`config.mk`:
```
export PLATFORM = sky130hd
export DESIGN_NAME = bicubic_top
export DESIGN_NICKNAME = d
export VERILOG_FILES = /design/src/rtl/bicubic_pkg.sv /design/src/rtl/bicubic_phase_mac.sv /design/src/rtl/bicubic_top.sv
export SDC_FILE = /design/constraint.sdc
export NUM_CORES = 2
export LEC_CHECK = 0
export ABC_AREA = 1
export BUFFER_PORTS_ARGS = -buffer_cell sky130_fd_sc_hd__buf_2
export CORE_MARGIN = 5
export CORE_UTILIZATION = 30
export CTS_CLUSTER_SIZE = 14
export DETAILED_ROUTE_END_ITERATION = 8
export GPL_ROUTABILITY_DRIVEN = 0
export SLEW_MARGIN = 20
export SYNTH_ARGS = -nofsm -noshare
export SYNTH_HDL_FRONTEND = slang
export SYNTH_SLANG_ARGS = --single-unit
```
`constraint.sdc`:
```
create_clock -name clk -period 9.2 [get_ports clk]
set_clock_uncertainty 0.05 [all_clocks]
set_input_delay 1.84 -clock clk [delete_from_list [all_inputs] [get_ports clk]]
set_output_delay 1.84 -clock clk [all_outputs]
set_load 0.005 [all_outputs]
```
`src/rtl/bicubic_pkg.sv`:
```
// Shared constants for the 4x horizontal bicubic upsampler: tap coefficients, accumulator width, shift/clamp.
// Optional rounding: define BICUBIC_ROUND_EN to add half an LSB before the >>7.
package bicubic_pkg;

    localparam int ACC_W   = 18;
    localparam int CH_W    = 8;
    localparam int COEF_W  = 9;   // 9 bits so the unity tap (+128) is representable
    localparam int NPHASE  = 4;
    localparam int NTAP    = 4;
    localparam int NCHAN   = 3;
    localparam int FRAC_SH = 7;

    typedef enum logic [1:0] {
        PH_0  = 2'd0,
        PH_1Q = 2'd1,
        PH_2Q = 2'd2,
        PH_3Q = 2'd3
    } phase_e;

    // Catmull-Rom style kernel (a = -0.5) at scale 128, taps ordered p[-1], p0, p1, p2.
    localparam logic signed [COEF_W-1:0] COEF [NPHASE][NTAP] = '{
        '{ 9'sd0,   9'sd128, 9'sd0,   9'sd0  },
        '{-9'sd9,   9'sd111, 9'sd29, -9'sd3  },
        '{-9'sd8,   9'sd72,  9'sd72, -9'sd8  },
        '{-9'sd3,   9'sd29,  9'sd111,-9'sd9  }
    };

    function automatic logic [CH_W-1:0] shift_clamp(input logic signed [ACC_W-1:0] acc);
        logic signed [ACC_W-1:0] biased;
        logic signed [ACC_W-1:0] shifted;
        logic [CH_W-1:0]         res;
`ifdef BICUBIC_ROUND_EN
        biased = acc + $signed(ACC_W'(64));
`else
        biased = acc;
`endif
        shifted = biased >>> FRAC_SH;
        if (shifted < $signed(ACC_W'(0))) begin
            res = '0;
        end else if (shifted > $signed(ACC_W'(255))) begin
            res = '1;
        end else begin
            res = shifted[CH_W-1:0];
        end
        return res;
    endfunction

endpackage

```
`src/rtl/bicubic_phase_mac.sv`:
```
// One channel, one phase: 4-tap signed multiply-accumulate followed by shift and clamp to 8 bits.
module bicubic_phase_mac
    import bicubic_pkg::*;
(
    input  logic [CH_W-1:0] tap_m1_i,
    input  logic [CH_W-1:0] tap_0_i,
    input  logic [CH_W-1:0] tap_1_i,
    input  logic [CH_W-1:0] tap_2_i,
    input  phase_e          phase_i,
    output logic [CH_W-1:0] pix_o
);

    logic signed [ACC_W-1:0] tap_s  [NTAP];
    logic signed [ACC_W-1:0] coef_s [NTAP];
    logic signed [ACC_W-1:0] acc;

    always_comb begin
        tap_s[0] = $signed(ACC_W'(tap_m1_i));
        tap_s[1] = $signed(ACC_W'(tap_0_i));
        tap_s[2] = $signed(ACC_W'(tap_1_i));
        tap_s[3] = $signed(ACC_W'(tap_2_i));
        acc = '0;
        for (int t = 0; t < NTAP; t++) begin
            coef_s[t] = ACC_W'(COEF[phase_i][t]);
            acc       = acc + coef_s[t] * tap_s[t];
        end
        pix_o = shift_clamp(acc);
    end

endmodule

```
`src/rtl/bicubic_top.sv`:
```
// Horizontal 4x bicubic upsampler: one 24-bit RGB pixel in, one 96-bit beat of four phases out.
// Optional rounding selected by macro BICUBIC_ROUND_EN (see bicubic_pkg).
module bicubic_top
    import bicubic_pkg::*;
#(
    parameter int IMG_WIDTH = 8,
    parameter int PIX_W     = 24
) (
    input  logic                 clk,
    input  logic                 rst_n,
    output logic                 upsp_ac_rready,
    input  logic [PIX_W-1:0]     ac_upsp_rdata,
    input  logic                 ac_upsp_rvalid,
    input  logic                 ac_upsp_wready,
    output logic [4*PIX_W-1:0]   upsp_ac_wdata,
    output logic                 upsp_ac_wvalid
);

    localparam int COL_W = $clog2(IMG_WIDTH + 1);

    // Column counter, 3-deep pixel history (a oldest, d newest), flush control, output register.
    logic [COL_W-1:0]   col_q, col_d;
    logic [PIX_W-1:0]   win_a_q, win_a_d;
    logic [PIX_W-1:0]   win_b_q, win_b_d;
    logic [PIX_W-1:0]   win_d_q, win_d_d;
    logic               flushing_q, flushing_d;
    logic               flush_cnt_q, flush_cnt_d;
    logic               wvalid_q, wvalid_d;
    logic [4*PIX_W-1:0] wdata_q, wdata_d;

    logic               load_en;
    logic               rready;
    logic               in_fire;
    logic               flush_fire;
    logic               beat_vld;
    logic               left_edge;
    logic [PIX_W-1:0]   tap_m1_pix, tap_0_pix, tap_1_pix, tap_2_pix;
    logic [4*PIX_W-1:0] beat;

    always_comb begin
        load_en    = !wvalid_q || ac_upsp_wready;
        rready     = load_en && !flushing_q;
        in_fire    = ac_upsp_rvalid && rready;
        flush_fire = flushing_q && load_en;
        left_edge  = !flushing_q && (col_q == COL_W'(2));
        beat_vld   = (in_fire && (col_q >= COL_W'(2))) || flush_fire;

        // Beat for column x is formed as pixel x+2 arrives; during flush the newest pixel stands in for p2.
        tap_m1_pix = left_edge  ? win_b_q : win_a_q;
        tap_0_pix  = win_b_q;
        tap_1_pix  = win_d_q;
        tap_2_pix  = flushing_q ? win_d_q : ac_upsp_rdata;
    end

    for (genvar ph = 0; ph < NPHASE; ph++) begin : g_phase
        for (genvar ch = 0; ch < NCHAN; ch++) begin : g_chan
            bicubic_phase_mac u_mac (
                .tap_m1_i (tap_m1_pix[ch*CH_W +: CH_W]),
                .tap_0_i  (tap_0_pix[ch*CH_W +: CH_W]),
                .tap_1_i  (tap_1_pix[ch*CH_W +: CH_W]),
                .tap_2_i  (tap_2_pix[ch*CH_W +: CH_W]),
                .phase_i  (phase_e'(ph)),
                .pix_o    (beat[ph*PIX_W + ch*CH_W +: CH_W])
            );
        end
    end

    always_comb begin
        col_d       = col_q;
        win_a_d     = win_a_q;
        win_b_d     = win_b_q;
        win_d_d     = win_d_q;
        flushing_d  = flushing_q;
        flush_cnt_d = flush_cnt_q;
        wvalid_d    = wvalid_q;
        wdata_d     = wdata_q;

        if (in_fire) begin
            win_a_d = win_b_q;
            win_b_d = win_d_q;
            win_d_d = ac_upsp_rdata;
            col_d   = col_q + COL_W'(1);
            if (col_q == COL_W'(IMG_WIDTH - 1)) begin
                flushing_d  = 1'b1;
                flush_cnt_d = 1'b0;
            end
        end

        // Flush slides the window left while replicating the last pixel on the right.
        if (flush_fire) begin
            win_a_d = win_b_q;
            win_b_d = win_d_q;
            if (flush_cnt_q) begin
                flushing_d  = 1'b0;
                flush_cnt_d = 1'b0;
                col_d       = '0;
            end else begin
                flush_cnt_d = 1'b1;
            end
        end

        if (load_en) begin
            wvalid_d = beat_vld;
            if (beat_vld) begin
                wdata_d = beat;
            end
        end
    end

    always_ff @(posedge clk) begin
        if (!rst_n) begin
            col_q       <= '0;
            win_a_q     <= '0;
            win_b_q     <= '0;
            win_d_q     <= '0;
            flushing_q  <= 1'b0;
            flush_cnt_q <= 1'b0;
            wvalid_q    <= 1'b0;
            wdata_q     <= '0;
        end else begin
            col_q       <= col_d;
            win_a_q     <= win_a_d;
            win_b_q     <= win_b_d;
            win_d_q     <= win_d_d;
            flushing_q  <= flushing_d;
            flush_cnt_q <= flush_cnt_d;
            wvalid_q    <= wvalid_d;
            wdata_q     <= wdata_d;
        end
    end

    assign upsp_ac_rready = rready;
    assign upsp_ac_wvalid = wvalid_q;
    assign upsp_ac_wdata  = wdata_q;

endmodule

```
Yosys cells after proc, flatten, opt, wreduce, memory -nomap -nowiden
Index checks and enable logic that the tools add are counted.

Bits in registers: 175. Bits of input ports: 28. Output and inout bits: 98. Word-level logic and storage cells: 153.

$add $sub $neg: 34. Multipliers: 30. Order comparisons: 25. Equality and inequality tests: 2. Multiplexer cells: 41. Reduce and logical (&&, ||, !) cells: 13.

Operator list (number): adder 18 bit (21); 2-to-1 mux 8 bit (24); 2-to-1 mux 24 bit (6); greater-than comparator 11 x 9 -> 1 bit (second input constant) (9); less-than comparator 11 x 1 -> 1 bit (second input constant) (9); multiplier 7 x 8 -> 15 bit (first input constant) (6); negation 8 -> 15 bit (6); multiplier 5 x 9 -> 14 bit (first input constant) (6); multiplier 5 x 8 -> 13 bit (first input constant) (6); multiplier 3 x 9 -> 12 bit (first input constant) (6); multiplier 4 x 8 -> 12 bit (first input constant) (6); adder 18 x 12 -> 18 bit (3); adder 18 x 14 -> 18 bit (3); greater-than comparator 8 bit (second input constant) (3); less-than comparator 8 x 1 -> 1 bit (second input constant) (3); 2-to-1 mux 4 bit (3); 2-to-1 mux 1 bit (8); logical AND 1 bit (5); adder 4 x 1 -> 4 bit (second input constant) (1); equality test 4 x 2 -> 1 bit (second input constant) (1); equality test 4 x 3 -> 1 bit (second input constant) (1); >= comparator 4 x 2 -> 1 bit (second input constant) (1); AND reduction 2 bit (2); nonzero test 2 bit (2); 2 further kinds (4).

Depth between registers and ports, before layout
Depth after elaboration: 10. Gate-level depth with buffers: 44. Gate-level depth less buffers: 43.

Cells and area by module
From an unflattened synthesis, not the netlist that was laid out.

Cells, all modules: 14198. Area total of the unflattened synthesis: 114629.9 sq um.

Modules (own cells, without submodules): bicubic_phase_mac (g_phase[1].g_chan[0].u_mac ...) (instances 7, cells an instance 1083, area an instance 8882.3 sq um, sequential area each 0.0 sq um); bicubic_phase_mac (g_phase[0].g_chan[1].u_mac) (instances 1, cells an instance 1119, area an instance 9083.7 sq um, sequential area each 0.0 sq um); bicubic_phase_mac (g_phase[0].g_chan[0].u_mac) (instances 1, cells an instance 1119, area an instance 9063.7 sq um, sequential area each 0.0 sq um); bicubic_phase_mac (g_phase[0].g_chan[2].u_mac) (instances 1, cells an instance 1118, area an instance 9061.2 sq um, sequential area each 0.0 sq um); bicubic_phase_mac (g_phase[3].g_chan[1].u_mac) (instances 1, cells an instance 1106, area an instance 9054.9 sq um, sequential area each 0.0 sq um); bicubic_phase_mac (g_phase[3].g_chan[2].u_mac) (instances 1, cells an instance 1088, area an instance 8919.8 sq um, sequential area each 0.0 sq um); bicubic_top (instances 1, cells an instance 1067, area an instance 7270.7 sq um, sequential area each 3503.4 sq um).

Least setup slack after synthesis
OpenSTA, ideal clock, no wires.

Path kind: register to register. Start: reg col_q[0]. End: reg wdata_q[44], in the netlist upsp_ac_wdata[44]. Library setup time: 0.132 ns. Data arrival time: 6.931 ns. Data required time: 9.018 ns. Path slack: 2.087 ns. Cell stages (with the launch flop): 36. Path buffers: 2. Period minus slack after synthesis: 7.113 ns. Cell sequence: dfxtp_1 > inv_1 > ha_1 > inv_1 > nor2_8 > nand2_4 > buf_6 > clkbuf_1 > nand2_1 > o21ai_1 > inv_1 > ha_1 > inv_1 > fa_1 > fa_1 > inv_1 > ha_1 > inv_1 > o31ai_1 > xnor2_1 > inv_1 > fa_1 > inv_1 > fa_1 > fa_1 > inv_1 > ha_1 > a21oi_1 > o21a_1 > nand2_1 > nand2_1 > a21oi_1 > o21ai_1 > nand2_1 > nand2_1 > a21oi_1.

Word-level cells in the longest chain between the ends: 10. Elaborated cells between the ends (all ways): 15. Classes of those cells: add/sub: 3; mul: 1; order compare: 3; eq/ne: 1; mux: 3; reduce/logical: 4.

Ends and longest elaborated chain: start, declared (line bicubic_top.sv:22) `logic [COL_W-1:0] col_q, col_d;`; start signal, assigned (line bicubic_top.sv:121) `col_q <= col_d;`; equality test 4 x 2 -> 1 bit (line bicubic_top.sv:45) `left_edge = !flushing_q && (col_q == COL_W'(2));`; logical AND 1 bit (line bicubic_top.sv:45); 2-to-1 mux 24 bit (line bicubic_top.sv:49) `tap_m1_pix = left_edge ? win_b_q : win_a_q;`; multiplier 5 x 9 -> 14 bit (line bicubic_phase_mac.sv:25) `acc = acc + coef_s[t] * tap_s[t];`; adder 18 bit (2 in series) (line bicubic_phase_mac.sv:25); adder 18 x 12 -> 18 bit (line bicubic_phase_mac.sv:25); greater-than comparator 11 x 9 -> 1 bit (line bicubic_pkg.sv:40) `end else if (shifted > $signed(ACC_W'(255))) begin`; 2-to-1 mux 8 bit (line bicubic_pkg.sv:40); 2-to-1 mux 8 bit (line bicubic_pkg.sv:38) `if (shifted < $signed(ACC_W'(0))) begin`; end signal, assigned (line bicubic_top.sv:128) `wdata_q <= wdata_d;`; end, declared (line bicubic_top.sv:29) `logic [4*PIX_W-1:0] wdata_q, wdata_d;`.

Parallel ways exist; a longest one is shown, timed or not. A chain may end at the register's enable or synchronous reset.

Final worst setup path
Start: reg col_q[1]. End: reg wdata_q[25], in the netlist upsp_ac_wdata[25].

The elaborated chain is that of the path after synthesis.

==> reports/qor.txt <==
largest net degree at the start of global routing: 63
initial antenna violation count: 8
synth top area cells: fa_1, ha_1, inv_1
Syn-to-layout area delta: 8.66%
main combinational cell family by area after synthesis: adder cells
compound-cell area share of the yosys netlist: 10.8%
DR DRC count: 0
1st-pass router iterations: 5
cell mode on critical path: inv_1
final setup TNS: 0 ps
Yosys reg bits: 175
Initial Util: 30.1%
r2r startpoint: col_q[1]
Initial DRC Count: 1,982
# clock sinks: 175
postcts setup bufs: 0
distinct cell type count after synthesis: 47
share of layout cells above drive strength 1: 4.56%
Total Routing Usage GR: 16.2%
count leader, synth: inv_1
CTS hold repair buffers: 0
XOR/XNOR Fraction of Synth Area: 6.32%
clk buf depth: 2
Yosys top cell by area: fa_1
Core ar.: 137,000 sq um
Reg2Reg Setup Slack: 1100 ps
Reg-to-Reg End: upsp_ac_wdata[25]
delay of the slowest critical-path stage: 660 ps
WP buf/inv: 6
H-tree depth reported by CTS: 4
status: complete, no violations
Resize count post-CTS: 0
clock root buffer: clkbuf_16
hpwl dp: 101,000 microns
average wire per standard cell: 16.2 microns
kind of critical path: register to register
Total Wirelength: 117,000 microns
Synth Net Count: 6,608
dpl ws: 1160 ps
vias: 33,600
reg2reg path depth: 34
via/cell ratio: 4.65
Syn Std Cell Area: 41,300 sq um
DP Area: 44,300 sq um
Design Area, Final: 44,900 sq um
CP arrival: 8420 ps
Post-Synth Simple-Gate Area: 13.1%
vias in the first global route: 34,300
Crit path max-delay family: adder cells
RSZ-0062 raised after global routing: no
final setup vio count: 0
clock latency on the worst-skew pair: 550 ps
WP depth: 34
Row Count: 136
Synth Flop Type: dfxtp_1
synth cell count leaders: inv_1, nand2_1, ha_1
Mapped Cells: 5,292
crit path from: col_q[1]
crit path max fanout: 43
total clock buffers created by CTS: 17
clock transition at the registers of the reported paths: 90 ps
GRT Residual Overflow: 0
Final Hold Fails: 0
fin crit period: 8100 ps
placed cell count: 7,198
Critical-path top delay cell: o21ai_0
period utilization: 88.0%
Async S/R FF share, synth: 0%
required time of the critical path: 9520 ps
CTS tree: yes
final cell count without fillers: 7,233
Post-synth EDFFs: 0
Worst setup EP type: register
Die W: 381 microns
first-pass GRT wire length: 186,000 microns
Top Ports: 126
die footprint: 145,000 sq um
Worst setup SP type: register
area fraction of the dominant cell type after synthesis: 25.0%
Final nets: 6,739
number of routed nets with antenna violations: 0
Mean Syn Cell Area: 7.81 sq um
setup ws final: 1100 ps
mux cell area share after synthesis: 0%
Worst-Margin Slew: 1060 ps
Max Cap Viol: 0
max_slew headroom: 28.5%
Synth Area in Adders: 48.4%
port buffer count: 125
post-synthesis sequential area ratio: 8.48%
CP Capture Point: upsp_ac_wdata[25]
Synth Warn #: 0
Max Clock Freq: 0.123 GHz
HP Class: register to register
die extent in y: 381 microns
Final Max Slew Viols: 0
## state kept, by name (all words and copies together), names as in the netlist
signal and flops:
win_a_q 24, upsp_ac_wvalid 1, flush_cnt_q 1, tap_1_pix 24, flushing_q 1, tap_0_pix 24, col_q 4, upsp_ac_wdata 96
## how the worst min path moves through the flow
stage	depth (start not counted)	to	slack [ps]	from
after CTS	2	win_a_q[15]	410	win_a_q[15]
after global routing	2	win_a_q[19]	430	win_a_q[19]
after detailed placement	2	win_a_q[15]	390	win_a_q[15]
final	2	win_a_q[15]	410	win_a_q[15]
after floorplan	2	win_a_q[10]	380	win_a_q[10]
after global placement	2	win_a_q[10]	390	win_a_q[10]
## stage by stage
| step | util, % | hold slack (ps) |
|---|---|---|
| floorplan | - | 380 |
| global placement | 32.3 | 389 |
| detailed placement | 32.3 | 394 |
| CTS | 32.7 | 407 |
| global route | 32.7 | 427 |
| finish | 32.7 | 406 |
## metal layers
layer / share of wire (%) / wire [microns] / GRT usage [%] / up-vias
met5: 0.011 / 13 / 0 / -
met4: 2.8 / 3330 / 4.80 / 2
met3: 5.4 / 6290 / 2.71 / 145
met2: 48 / 56000 / 28.1 / 708
met1: 44 / 51800 / 20.6 / 16000
li1: - / - / - / 16800
## cells in the final DEF, fill, tap and decap left out, drive strengths merged, types with 11 or more instances in the layout
master / netlist / final
nand4: 25 / 25
nor2: 210 / 210
a21o: 26 / 26
nor3: 32 / 32
xor2: 163 / 163
and2: 14 / 14
nand2: 855 / 855
clkbuf: 39 / 17
xnor2: 135 / 135
a31oi: 11 / 11
buf: 18 / 169
fa: 516 / 516
dfxtp: 175 / 175
a211oi: 29 / 29
inv: 1356 / 1364
o21bai: 22 / 22
nand3: 151 / 151
ha: 772 / 772
o21ai: 227 / 227
a21oi: 462 / 462
## logic make-up after synthesis
family / count (synthesis)
AOI/OAI and AO/OA: 813
buffers and inverters: 1414
DFF: 175
xor gates and xnor gates: 298
and+or+nand+nor: 1304
adders and majority gates: 1288
## worst reg2reg max path: cells and delay by family, from the launching register on
kind | cells | cell delay [ps]
AOI/OAI and AO/OA | 11 | 2480
xor gates and xnor gates | 1 | 150
adders and majority gates | 8 | 3270
and+or+nand+nor | 8 | 1040
buffers and inverters | 6 | 550
DFF | 1 | 400
## layout make-up
| cell class | instances | area (sq um) |
|---|---|---|
| clock buffer | 17 | 425 |
| multi-input combinational | 3703 | 32500 |
| clock inverter | 15 | 193 |
| inverter | 1357 | 5100 |
| antenna | 3 | 7.51 |
| sequential | 175 | 3500 |
| timing repair buffer | 169 | 956 |
| fill | 14600 | 92200 |
| tap | 1794 | 2240 |
Power is left out: the tool's default activity adds up to more than one toggle a clock period on the data nets, which glitch-free logic cannot reach.
